File: config.mk
export PLATFORM = sky130hd
export DESIGN_NAME = debouncer
export DESIGN_NICKNAME = d
export VERILOG_FILES = /design/src/rtl/debounce_pkg.sv /design/src/rtl/sync_2ff.sv /design/src/rtl/debouncer.sv
export SDC_FILE = /design/constraint.sdc
export NUM_CORES = 1
export LEC_CHECK = 0
export ABC_AREA = 1
export CELL_PAD_IN_SITES_DETAIL_PLACEMENT = 2
export CELL_PAD_IN_SITES_GLOBAL_PLACEMENT = 2
export CORE_MARGIN = 1.5
export CORE_UTILIZATION = 29
export DETAILED_ROUTE_END_ITERATION = 7
export PLACE_DENSITY = 0.86
export SETUP_SLACK_MARGIN = 0.02
export SYNTH_ARGS = -nofsm -noshare
export SYNTH_HDL_FRONTEND = slang
export SYNTH_SLANG_ARGS = --single-unit
export TNS_END_PERCENT = 30
File: constraint.sdc
create_clock -name clk -period 2.88 [get_ports clk]
set_clock_uncertainty 0.05 [all_clocks]
set_input_delay 0.576 -clock clk [delete_from_list [all_inputs] [get_ports clk]]
set_output_delay 0.576 -clock clk [all_outputs]
set_load 0.01 [all_outputs]
File: src/rtl/debounce_pkg.sv
// debounce_pkg: shared definitions for the debouncer FSM.
//   state_t - four-state encoding; the bench reuses the ST_* names for
//             state checks, so the values are fixed:
//             ST_ZERO=00, ST_WAIT1=01, ST_ONE=10, ST_WAIT0=11.
//   Bit 1 of the encoding is the debounced level (set in ONE and WAIT0).
package debounce_pkg;

  typedef enum logic [1:0] {
    ST_ZERO  = 2'b00,
    ST_WAIT1 = 2'b01,
    ST_ONE   = 2'b10,
    ST_WAIT0 = 2'b11
  } state_t;

  // The debounced level is a pure function of the registered state.
  function automatic logic state_level(input state_t st);
    return st[1];
  endfunction

endpackage

File: src/rtl/sync_2ff.sv
// sync_2ff: two-flop synchronizer for an asynchronous single-bit input.
//   clk   - sampling clock
//   reset - synchronous, active-high; clears both flops
//   d     - asynchronous input
//   q     - synchronized output, two clk cycles behind d
module sync_2ff (
  input  logic clk,
  input  logic reset,
  input  logic d,
  output logic q
);

  logic meta;

  always_ff @(posedge clk) begin
    if (reset) begin
      meta <= 1'b0;
      q    <= 1'b0;
    end else begin
      meta <= d;
      q    <= meta;
    end
  end

endmodule

File: src/rtl/debouncer.sv
// debouncer: turns a bouncy switch input into a clean registered level.
//   A new level is accepted only after STABLE_CYCLES consecutive identical
//   samples; any disagreeing sample aborts the wait and the count restarts.
//
// Parameters:
//   STABLE_CYCLES - samples required to accept a new level (>= 2)
//   CNT_WIDTH     - counter width, STABLE_CYCLES <= 2**CNT_WIDTH - 1
// Ports:
//   clk       - clock, all state on the rising edge
//   reset     - synchronous, active-high
//   sw        - raw switch input
//   level     - debounced level (1 in ONE and WAIT0)
//   dbg_state - current FSM state, for observation
//   dbg_cnt   - current stability count, for observation
// Build option:
//   DEBOUNCER_SYNC_EN - when defined, sw passes through sync_2ff before the
//                       FSM, adding two cycles to both latencies.
//
// Handshake: none; sw is sampled every cycle and level is a plain level.
module debouncer
  import debounce_pkg::*;
#(
  parameter int STABLE_CYCLES = 1000000,
  parameter int CNT_WIDTH     = 20
) (
  input  logic                 clk,
  input  logic                 reset,
  input  logic                 sw,
  output logic                 level,
  output state_t               dbg_state,
  output logic [CNT_WIDTH-1:0] dbg_cnt
);

  localparam logic [CNT_WIDTH-1:0] CNT_LAST = CNT_WIDTH'(STABLE_CYCLES - 1);
  localparam logic [CNT_WIDTH-1:0] CNT_ONE  = CNT_WIDTH'(1);

  logic                 s;
  state_t               state, state_nxt;
  logic [CNT_WIDTH-1:0] cnt, cnt_nxt;

`ifdef DEBOUNCER_SYNC_EN
  sync_2ff u_sync (
    .clk   (clk),
    .reset (reset),
    .d     (sw),
    .q     (s)
  );
`else
  assign s = sw;
`endif

  always_ff @(posedge clk) begin
    if (reset) begin
      state <= ST_ZERO;
      cnt   <= '0;
    end else begin
      state <= state_nxt;
      cnt   <= cnt_nxt;
    end
  end

  // The first agreeing sample loads cnt=1, so reaching CNT_LAST means
  // STABLE_CYCLES agreeing samples have been seen. cnt never passes CNT_LAST.
  always_comb begin
    state_nxt = state;
    cnt_nxt   = cnt;
    unique case (state)
      ST_ZERO: begin
        if (s) begin
          state_nxt = ST_WAIT1;
          cnt_nxt   = CNT_ONE;
        end
      end
      ST_WAIT1: begin
        if (!s) begin
          state_nxt = ST_ZERO;
          cnt_nxt   = '0;
        end else if (cnt == CNT_LAST) begin
          state_nxt = ST_ONE;
          cnt_nxt   = '0;
        end else begin
          cnt_nxt   = cnt + CNT_ONE;
        end
      end
      ST_ONE: begin
        if (!s) begin
          state_nxt = ST_WAIT0;
          cnt_nxt   = CNT_ONE;
        end
      end
      ST_WAIT0: begin
        if (s) begin
          state_nxt = ST_ONE;
          cnt_nxt   = '0;
        end else if (cnt == CNT_LAST) begin
          state_nxt = ST_ZERO;
          cnt_nxt   = '0;
        end else begin
          cnt_nxt   = cnt + CNT_ONE;
        end
      end
      default: begin
        state_nxt = ST_ZERO;
        cnt_nxt   = '0;
      end
    endcase
  end

  // level comes straight from a state flop: no combinational path from sw.
  assign level     = state_level(state);
  assign dbg_state = state;
  assign dbg_cnt   = cnt;

endmodule

# --- Word-level counts from Yosys, hierarchy flattened ---
# Cells that the tools add are included.
op_classes:
  n_mux: 13
  reduce_logical: 3
  n_addsub: 1
  n_eq_ne: 8
ops:
  columns: ["cell", "n"]
  rows:
  - ["$mux 20", 5]
  - ["$pmux 20 s4", 1]
  - ["$add 20x1->20 const B", 1]
  - ["$eq 20x20->1 const B", 1]
  - ["$mux 2", 6]
  - ["$pmux 2 s4", 1]
  - ["$ne 3x3->1 const B", 2]
  - ["$eq 2x2->1 const B", 2]
  - ["$ne 2x2->1 const B", 2]
  - ["$reduce_and 4->1", 1]
  - ["$eq 2x1->1 const B", 1]
  - ["$logic_not 2->1", 1]
  - ["$reduce_and 2->1", 1]
word_totals:
  register_bits: 22
  out_inout_bits: 23
  elab_cells: 27

# --- Logic depth before layout (Yosys ltp) ---
# Gate-level depths: netlist of the first run.
logic_depth:
  word_depth: 4
  mapped_depth: 11
  ltp_nobuf: 11

# --- Worst setup path before layout of the first run ---
# Ideal clock, no wire load.
synth_path:
  path_kind: "register to register"
  start: "register cnt[0] (netlist: dbg_cnt[0])"
  end: "register cnt[10] (netlist: dbg_cnt[10])"
  path_buffers: 1
  setup_time_ns: 0.132
  arrival_ns: 1.413
  period_less_slack_ns: 1.595
  path_stages_with_launch: 10
  path_slack_ns: 1.285
  cell_sequence: "dfxtp_1 ha_1 inv_1 nor3_2 nand3_2 nand2_4 inv_4 buf_6 nand2_1 a21oi_1"
synth_via:
  elab_chain_cells: 4
  elab_cells_between_ends: 6
synth_rtl:
  columns: ["item", "line_no", "text"]
  rows:
  - ["start, declared", "debouncer.sv:39", "logic [CNT_WIDTH-1:0] cnt, cnt_nxt;"]
  - ["start signal, assigned", "debouncer.sv:58", "cnt <= cnt_nxt;"]
  - ["$add 20x1->20 / $eq 20x20->1 (equally long branches)", null, null]
  - ["$mux 20 (*)", "debouncer.sv:78, debouncer.sv:95", null]
  - ["$mux 20 (on tied branches)", "debouncer.sv:92, debouncer.sv:75", null]
  - ["$pmux 20 s4 (*)", "debouncer.sv:67", "unique case (state)"]
# Mark *: on every way between the ends. The rest lies on a longest branch, timed or not.
# A chain may end at the register's enable or synchronous reset.

# --- Worst setup path after layout of the first run ---
layout_path:
  start: "register cnt[11] (netlist: dbg_cnt[11])"
  end: "output dbg_cnt[11]"
layout_lines:
  columns: ["item", "line_no", "text"]
  rows:
  - ["end, declared", "debouncer.sv:31", "output logic [CNT_WIDTH-1:0] dbg_cnt"]
# No word-level cell between the ends.

==> qor.yml, run 1 <==
status: "complete, no violations"
grt_pass1_vias: 1567
path_delay_family: "buffers and inverters"
cts_made_buffers: 3
hp-start: "dbg_cnt[18]"
nNetsFinal: 251
netlist_area_sq_um: 1400
yosysUniqueCellTypes: 29
yosysWarnings: 0
io_pins: 26
finalMaxSlewViolations: 0
cts_setup_buffers: 0
start_kind: "register"
reg2reg_slack_ns: 1.10
hpwl_microns: 3240
fin_crit_sh_pct: 69.0
synth.avg_cell_area_sq_um: 6.35
p_per_area_nw_per_um2: 434
die_x_microns: 72.5
worst_pin_slew_ns: 0.459
multi_input_area_sq_um: 827
cts_resized: 0
cts_tree: "done"
dp.cells: 296
clk_path_buf_depth: 2
grt_setup_unrepaired: "no"
fp.dieH_microns: 72.5
ant_nets: 0
leakage_nw: 0.630
min_to: "dbg_cnt[18]"
route.detailed.drc: 0
synth_seq_cells: 22
first_pass_iters: 4
via_count: 1466
antenna_cells: 0
drive_gt1_share_pct: 11.8
synth_nets: 225
path_class: "reg2out"
rr_worst_depth: 10
maxSlewHeadroom_pct: 69.4
critPathCaptureType: "output pin"
htreeDepth: 1
rows: 25
path_max_fanout: 7
whs_ns: 0.472
core-area_sq_um: 4690
grt_max_degree: 16
power_mw: 0.766
routabilityCongestion: 0.748
hold_viol_final: 0
die_area_sq_um: 5260
portBuffers: 25
nFillCells: 589
fin_cells: 300
worst_slack_ns: 0.892
place_ws_ns: 0.714
worstPathArrival_ns: 1.36
ir_drop_uv: 204
ctsHoldBuffers: 0
required_ns: 2.25
vias_per_cell: 4.89
antenna_found_initial: 0
cpPeakStageDelay_ns: 0.60
start_util_pct: 29.9
clk_pin_slew_worst_paths_ns: 0.10
clock_latency_ns: 0.28
cp_num_buf_inv: 1
crit_slowest_cell: "clkdlybuf4s50_1"
grtUsageTotal_pct: 18.4
reg2reg_from: "dbg_cnt[0]"
cts_sinks: 22
syn-instance-count: 221
syn2layout_area_growth_pct: 25.8
holdPathStages: 2
grt_pass1_wl_microns: 7530
finalWirelength_microns: 4380
overflow: 0
min_path_type: "reg2reg"
regArea_sq_um: 440
ys_seq_area_share_pct: 31.4
crit_chain: "clkdlybuf4s50_1"
r2r_end: "dbg_cnt[15]"
period_minus_slack_ns: 1.99
drtIter0Drc: 58
wl_per_cell_microns: 14.6
finalSetupTns_ns: 0
setup-violations-final: 0
fmax_mhz: 503
clock-root-buffer: "clkbuf_8"
drv_cap: 0
[layout by cell type, fill, tap and decap left out]
cell	instances
nor2_1	29
a21oi_2	2
nand2_1	72
inv_1	23
inv_2	2
dfxtp_1	22
ha_1	1
nand2_4	2
nand2_2	4
a21oi_1	14
nand3_2	3
bufinv_16	1
inv_4	1
clkdlybuf4s50_1	25
nor3_1	2
o22ai_1	1
xnor2_1	1
or2_2	1
clkbuf_8	3
nand3_1	11
nor2_4	4
nor3b_1	1
nor3_2	1
xor2_1	5
nand4_1	2
buf_4	1
o21ai_1	1
nor2_2	4
o21ai_0	7
[cells in the mapped netlist]
cell type | n | area share (%)
nand2_1 | 72 | 19
nor2_1 | 29 | 7.8
inv_1 | 23 | 6.2
dfxtp_1 | 22 | 31
a21oi_1 | 14 | 5.0
nand3_1 | 11 | 3.9
o21ai_0 | 7 | 2.5
xor2_1 | 5 | 3.1
nand2_2 | 4 | 1.8
nor2_2 | 4 | 1.8
nor2_4 | 4 | 3.2
nand3_2 | 3 | 2.1
a21oi_2 | 2 | 1.2
buf_4 | 2 | 1.1
inv_2 | 2 | 0.54
nand2_4 | 2 | 1.6
nand4_1 | 2 | 0.89
nor3_1 | 2 | 0.71
buf_2 | 1 | 0.36
buf_6 | 1 | 0.80
clkbuf_1 | 1 | 0.27
ha_1 | 1 | 0.89
inv_4 | 1 | 0.45
nor3_2 | 1 | 0.71
nor3b_1 | 1 | 0.54
o21ai_1 | 1 | 0.36
o22ai_1 | 1 | 0.45
or2_2 | 1 | 0.45
xnor2_1 | 1 | 0.62
[report_power, final]
part / leakage, nW / total, mW / internal, mW / switching, mW
sequential: 0.178 / 0.324 / 0.313 / 0.0112
combinational: 0.416 / 0.136 / 0.0473 / 0.0892
clock: 0.0357 / 0.305 / 0.186 / 0.119
total: 0.630 / 0.766 / 0.547 / 0.219
[routing by layer]
layer	routed length, microns	vias up	GRT usage, %	part of all wire, %
met4	52	0	4.40	1.2
met5	0	-	0	0
met3	87	5	2.22	2.0
met2	2130	20	31.4	49
li1	-	736	-	-
met1	2110	705	24.7	48
[registers in the layout, summed over array words and instances, names as in the netlist, named ones only]
register / count
dbg_cnt: 20
dbg_state: 1
[final cells by class]
| class | count | share of cell area [%] |
|---|---|---|
| clock inverters | 1 | 1.70 |
| clock buffers | 3 | 2.34 |
| well taps | 54 | 3.83 |
| repair buffers | 26 | 14.6 |
| flip-flops and latches | 22 | 25.0 |
| inverters | 26 | 5.67 |
| multi-input cells | 168 | 46.9 |
[stage by stage]
| stage | util (%) | cell area, sq um |
|---|---|---|
| after global placement | 36.1 | 1690 |
| after detailed placement | 36.1 | 1690 |
| after floorplan | - | 1400 |
| after global routing | 37.6 | 1760 |
| after CTS | 37.6 | 1760 |
| final | 37.6 | 1760 |
[logic make-up (layout without fill, tap and decap cells)]
group,Yosys count,in the layout,share of synthesized area (%)
simple gates,136,136,44.8
fa+ha+maj,1,1,0.892
xor+xnor,6,6,3.75
buf+inv,31,56,9.63
compound gates,25,25,9.55
flops,22,22,31.4
[worst max-delay path by stage]
stage,from,end,slack (ns),cells past startpoint
2_1_floorplan,dbg_cnt[0],dbg_cnt[10],1.28,9
3_3_place_gp,sw,dbg_cnt[6],0.80,7
3_5_place_dp,sw,dbg_cnt[17],0.71,6
4_1_cts,dbg_cnt[11],dbg_cnt[11],0.89,1
5_1_grt,dbg_cnt[11],dbg_cnt[11],0.83,1
6_report,dbg_cnt[11],dbg_cnt[11],0.89,1
Power figures use the tool's default switching activity.
==> run 2: changes to the inputs <==
--- a/config.mk
+++ b/config.mk
@@ -9,9 +9,9 @@
 export CELL_PAD_IN_SITES_DETAIL_PLACEMENT = 2
 export CELL_PAD_IN_SITES_GLOBAL_PLACEMENT = 2
 export CORE_MARGIN = 1.5
-export CORE_UTILIZATION = 29
+export CORE_UTILIZATION = 27
 export DETAILED_ROUTE_END_ITERATION = 7
-export PLACE_DENSITY = 0.86
+export PLACE_DENSITY = 0.81
 export SETUP_SLACK_MARGIN = 0.02
 export SYNTH_ARGS = -nofsm -noshare
 export SYNTH_HDL_FRONTEND = slang
==> constraint.sdc (replaced) <==
create_clock -name clk -period 1.9 [get_ports clk]
set_clock_uncertainty 0.05 [all_clocks]
set_input_delay 0.38 -clock clk [delete_from_list [all_inputs] [get_ports clk]]
set_output_delay 0.38 -clock clk [all_outputs]
set_load 0.01 [all_outputs]
==> qor.yml, run 2 (synthesis gave the netlist of run 1 again) <==
status: "complete, no violations"
first_pass_iters: 4
clk_pin_slew_worst_paths_ns: 0.10
min_path_type: "reg2reg"
leakage_nw: 0.649
path_class: "reg2out"
regArea_sq_um: 440
fmax_mhz: 568
grtUsageTotal_pct: 18.3
worstSetupStartpoint: "dbg_cnt[15]"
hpwl_microns: 3490
cpPeakStageDelay_ns: 0.59
finalWirelength_microns: 4690
largest_reg_flops: 20
path_delay_family: "buffers and inverters"
clk_path_buf_depth: 2
io_pins: 26
layout_commonest_cell: "nand2_1"
reg2reg_from: "dbg_cnt[0]"
final_cell_mix: "nand2_1 (72), nor2_1 (29), clkdlybuf4s50_1 (25)"
hp-start: "dbg_cnt[18]"
nNetsFinal: 255
syn2layout_area_growth_pct: 29.3
via_count: 1527
start_util_pct: 27.8
power_mw: 1.18
drtIter0Drc: 15
cts_resized: 0
clock_latency_ns: 0.28
wl_per_cell_microns: 14.6
setup-violations-final: 0
required_ns: 1.47
cts_tree: "done"
finalSetupTns_ns: 0
fp.dieH_microns: 75.1
finalMaxSlewViolations: 0
portBuffers: 25
worstPathArrival_ns: 1.33
vias_per_cell: 4.77
critPathCaptureType: "output pin"
start_kind: "register"
crit_slowest_cell: "clkdlybuf4s50_1"
htreeDepth: 1
overflow: 0
grt_pass1_vias: 1587
crit_chain: "clkdlybuf4s50_1"
antenna_found_initial: 0
clock-root-buffer: "clkbuf_8"
drive_gt1_share_pct: 13.2
grt_pass1_wl_microns: 7800
grt_setup_unrepaired: "yes"
fin_crit_sh_pct: 92.7
hold_viol_final: 0
die_x_microns: 75.1
ctsHoldBuffers: 0
cts_sinks: 22
cts_setup_buffers: 0
core-area_sq_um: 5040
multi_input_area_sq_um: 827
rows: 26
worst_pin_slew_ns: 0.420
drv_cap: 0
cp_num_buf_inv: 1
die_area_sq_um: 5640
p_per_area_nw_per_um2: 650
ant_nets: 0
maxSlewHeadroom_pct: 72.0
path_max_fanout: 7
cts_made_buffers: 3
grt_max_degree: 16
routabilityCongestion: 0.767
route.detailed.drc: 0
antenna_cells: 0
period_minus_slack_ns: 1.76
ir_drop_uv: 286
nFillCells: 631
run 2: cell count changes in the layout (fill, tap and decap cells not counted), sizes merged:
cell | previous run | this run
buf | 1 | 5
run 2: cell type report:
class	count	share of cell area, %
multi-input combinational	168	45.6
timing repair buffer	30	15.9
inverter	26	5.52
sequential	22	24.3
clock buffer	3	2.28
tap	70	4.83
clock inverter	1	1.66
run 2: worst min-delay path, delay by kind of cell (launching register included):
| family | cells | cell delay (ns) |
|---|---|---|
| AO/OA/AOI/OAI | 1 | 0.06 |
| flip-flops | 1 | 0.35 |
| AND/OR/NAND/NOR | 1 | 0.07 |
run 2: stage by stage:
stage	cells	utilization [%]	hold slack, ns	area (sq um)	worst slack, ns
after floorplan	221	-	0.461	1400	0.305
after global placement	315	34.4	0.447	1740	0.150
after detailed placement	315	34.4	0.464	1740	0.0764
after CTS	319	35.8	0.482	1810	0.0689
after global routing	320	36.0	0.523	1810	0.0100
final	320	36.0	0.474	1810	0.138
run 2: worst paths after layout:
check	end	slack, ns	depth (start not counted)
worst max-delay path	dbg_cnt[15]	0.14	1
worst max register to register	dbg_cnt[14]	0.17	10
worst min-delay path	dbg_cnt[18]	0.47	2
worst min register to register	dbg_cnt[18]	0.47	2
run 2: routing by layer:
layer  track usage, %  wire length, microns  vias up
met3             1.61                    83        5
li1                 -                     -      751
met5                0                     0        -
met4             4.85                    55        0
met2             34.4                  2470       18
met1             22.2                  2080      753
run 2: power by group:
group / switching [mW] / total [mW] / internal (mW)
Sequential: 0.0164 / 0.491 / 0.475
Combinational: 0.140 / 0.223 / 0.0828
Clock: 0.182 / 0.464 / 0.282
==> run 3: changes to the inputs <==
--- a/config.mk
+++ b/config.mk
@@ -12,6 +12,7 @@
 export CORE_UTILIZATION = 27
 export DETAILED_ROUTE_END_ITERATION = 7
 export PLACE_DENSITY = 0.81
+export REMOVE_ABC_BUFFERS = 1
 export SETUP_SLACK_MARGIN = 0.02
 export SYNTH_ARGS = -nofsm -noshare
 export SYNTH_HDL_FRONTEND = slang
==> qor.yml, run 3 (synthesis gave the netlist of run 1 again) <==
first_pass_iters: 3
path_delay_family: "buffers and inverters"
start_util_pct: 27.8
rr_worst_depth: 8
worstPathArrival_ns: 1.33
clk_path_buf_depth: 2
die_x_microns: 75.1
reg2reg_slack_ns: 0.16
pwr-share-seq_pct: 47.5
finalMaxSlewViolations: 0
cp_num_buf_inv: 1
final_cell_mix: "nand2_1 (72), nor2_1 (29), clkdlybuf4s50_1 (25)"
crit_chain: "clkdlybuf4s50_1"
cp.depth: 1
maxSlewHeadroom_pct: 71.3
crit_path_end: "dbg_cnt[11]"
htreeDepth: 1
antenna_found_initial: 0
leakage_nw: 0.653
core-area_sq_um: 5040
multi_input_area_sq_um: 833
cpPeakStageDelay_ns: 0.59
rows: 26
ctsHoldBuffers: 0
fmax_mhz: 569
clkPwrFrac_pct: 29.7
clock_latency_ns: 0.27
vias_per_cell: 4.60
antenna_cells: 0
worstSetupStartpoint: "dbg_cnt[11]"
clk_pin_slew_worst_paths_ns: 0.09
portBuffers: 25
critPathCaptureType: "output pin"
min_path_type: "reg2reg"
cts_tree: "done"
finalSetupTns_ns: 0
p_int_mw: 0.706
status: "complete, no violations"
layout_commonest_cell: "nand2_1"
reg2reg_from: "dbg_cnt[0]"
path_class: "reg2out"
clock-root-buffer: "clkbuf_8"
required_ns: 1.47
grtUsageTotal_pct: 17.7
p_per_area_nw_per_um2: 572
p_switching_mw: 0.318
cts_made_buffers: 3
cts_sinks: 22
r2r_end: "dbg_cnt[6]"
largest_reg_flops: 20
power_mw: 1.02
overflow: 0
hpwl_microns: 3360
nFillCells: 629
setup-violations-final: 0
ant_nets: 0
period_minus_slack_ns: 1.76
pwr-share-comb_pct: 22.8
routabilityCongestion: 0.764
grt_setup_unrepaired: "no"
wl_per_cell_microns: 14.2
drive_gt1_share_pct: 12.9
regArea_sq_um: 440
fin_crit_sh_pct: 92.6
worst_pin_slew_ns: 0.431
fin_cells: 319
via_count: 1468
die_area_sq_um: 5640
path_max_fanout: 7
ir_drop_uv: 315
dp.cells: 316
route.detailed.drc: 0
start_kind: "register"
switching_share_pct: 31.1
syn2layout_area_growth_pct: 27.7
drv_cap: 0
nNetsFinal: 255
finalWirelength_microns: 4540
io_pins: 26
crit_slowest_cell: "clkdlybuf4s50_1"
drtIter0Drc: 39
fp.dieH_microns: 75.1
grt_pass1_vias: 1527
grt_max_degree: 16
hold_viol_final: 0
grt_pass1_wl_microns: 7530
## run 3: worst register-to-register path, cell delays in order, from the launching register on
cell	delay, ns
dfxtp_1	0.35
ha_1	0.22
inv_1	0.13
nor3_4	0.25
nand3_2	0.19
nand2_4	0.14
inv_4	0.10
o21ai_0	0.11
a21oi_1	0.10
## run 3: how the worst min path moves through the flow
| stage | start | to | slack (ns) | depth (start not counted) |
|---|---|---|---|---|
| 2_1_floorplan | reset | dbg_cnt[10] | 0.40 | 1 |
| 3_3_place_gp | dbg_cnt[18] | dbg_cnt[18] | 0.45 | 2 |
| 3_5_place_dp | dbg_cnt[18] | dbg_cnt[18] | 0.46 | 2 |
| 4_1_cts | dbg_cnt[18] | dbg_cnt[18] | 0.48 | 2 |
| 5_1_grt | dbg_cnt[18] | dbg_cnt[18] | 0.51 | 2 |
| 6_report | dbg_cnt[18] | dbg_cnt[18] | 0.47 | 2 |
## run 3: metrics by stage
step,setup WS (ns),hold slack [ns],area [sq um],utilization [%]
4_1_cts,0.104,0.476,1780,35.4
2_1_floorplan,0.362,0.399,1370,-
6_report,0.141,0.470,1790,35.5
3_3_place_gp,0.151,0.447,1740,34.6
5_1_grt,0.0320,0.509,1790,35.5
3_5_place_dp,0.0567,0.461,1740,34.6
## run 3: per-layer routing
layer	GRT usage [%]	routed length [microns]	up-vias
met5	0	0	-
met4	5.45	68	0
met3	2.01	64	5
met2	31.1	2280	18
met1	22.7	2130	704
li1	-	-	741
## run 3: power by group through the flow
stage	Sequential (mW)	Combinational, mW	Clock (mW)
floorplan	0.508	0.113	0
global placement	0.497	0.232	0
detailed placement	0.497	0.239	0
CTS	0.487	0.241	0.319
global route	0.489	0.260	0.334
finish	0.486	0.234	0.304
## run 3: area by class of cell
type	instances	share of cell area [%]
inverters	26	5.59
well taps	70	4.89
clock buffers	3	2.31
multi-input cells	168	46.5
flip-flops and latches	22	24.6
repair buffers	30	16.1
## run 3: timing repair
item                                    in CTS  in global routing
buffers inserted                             0                  0
endpoints found under the setup margin       0                  5
resized for setup                            0                  1
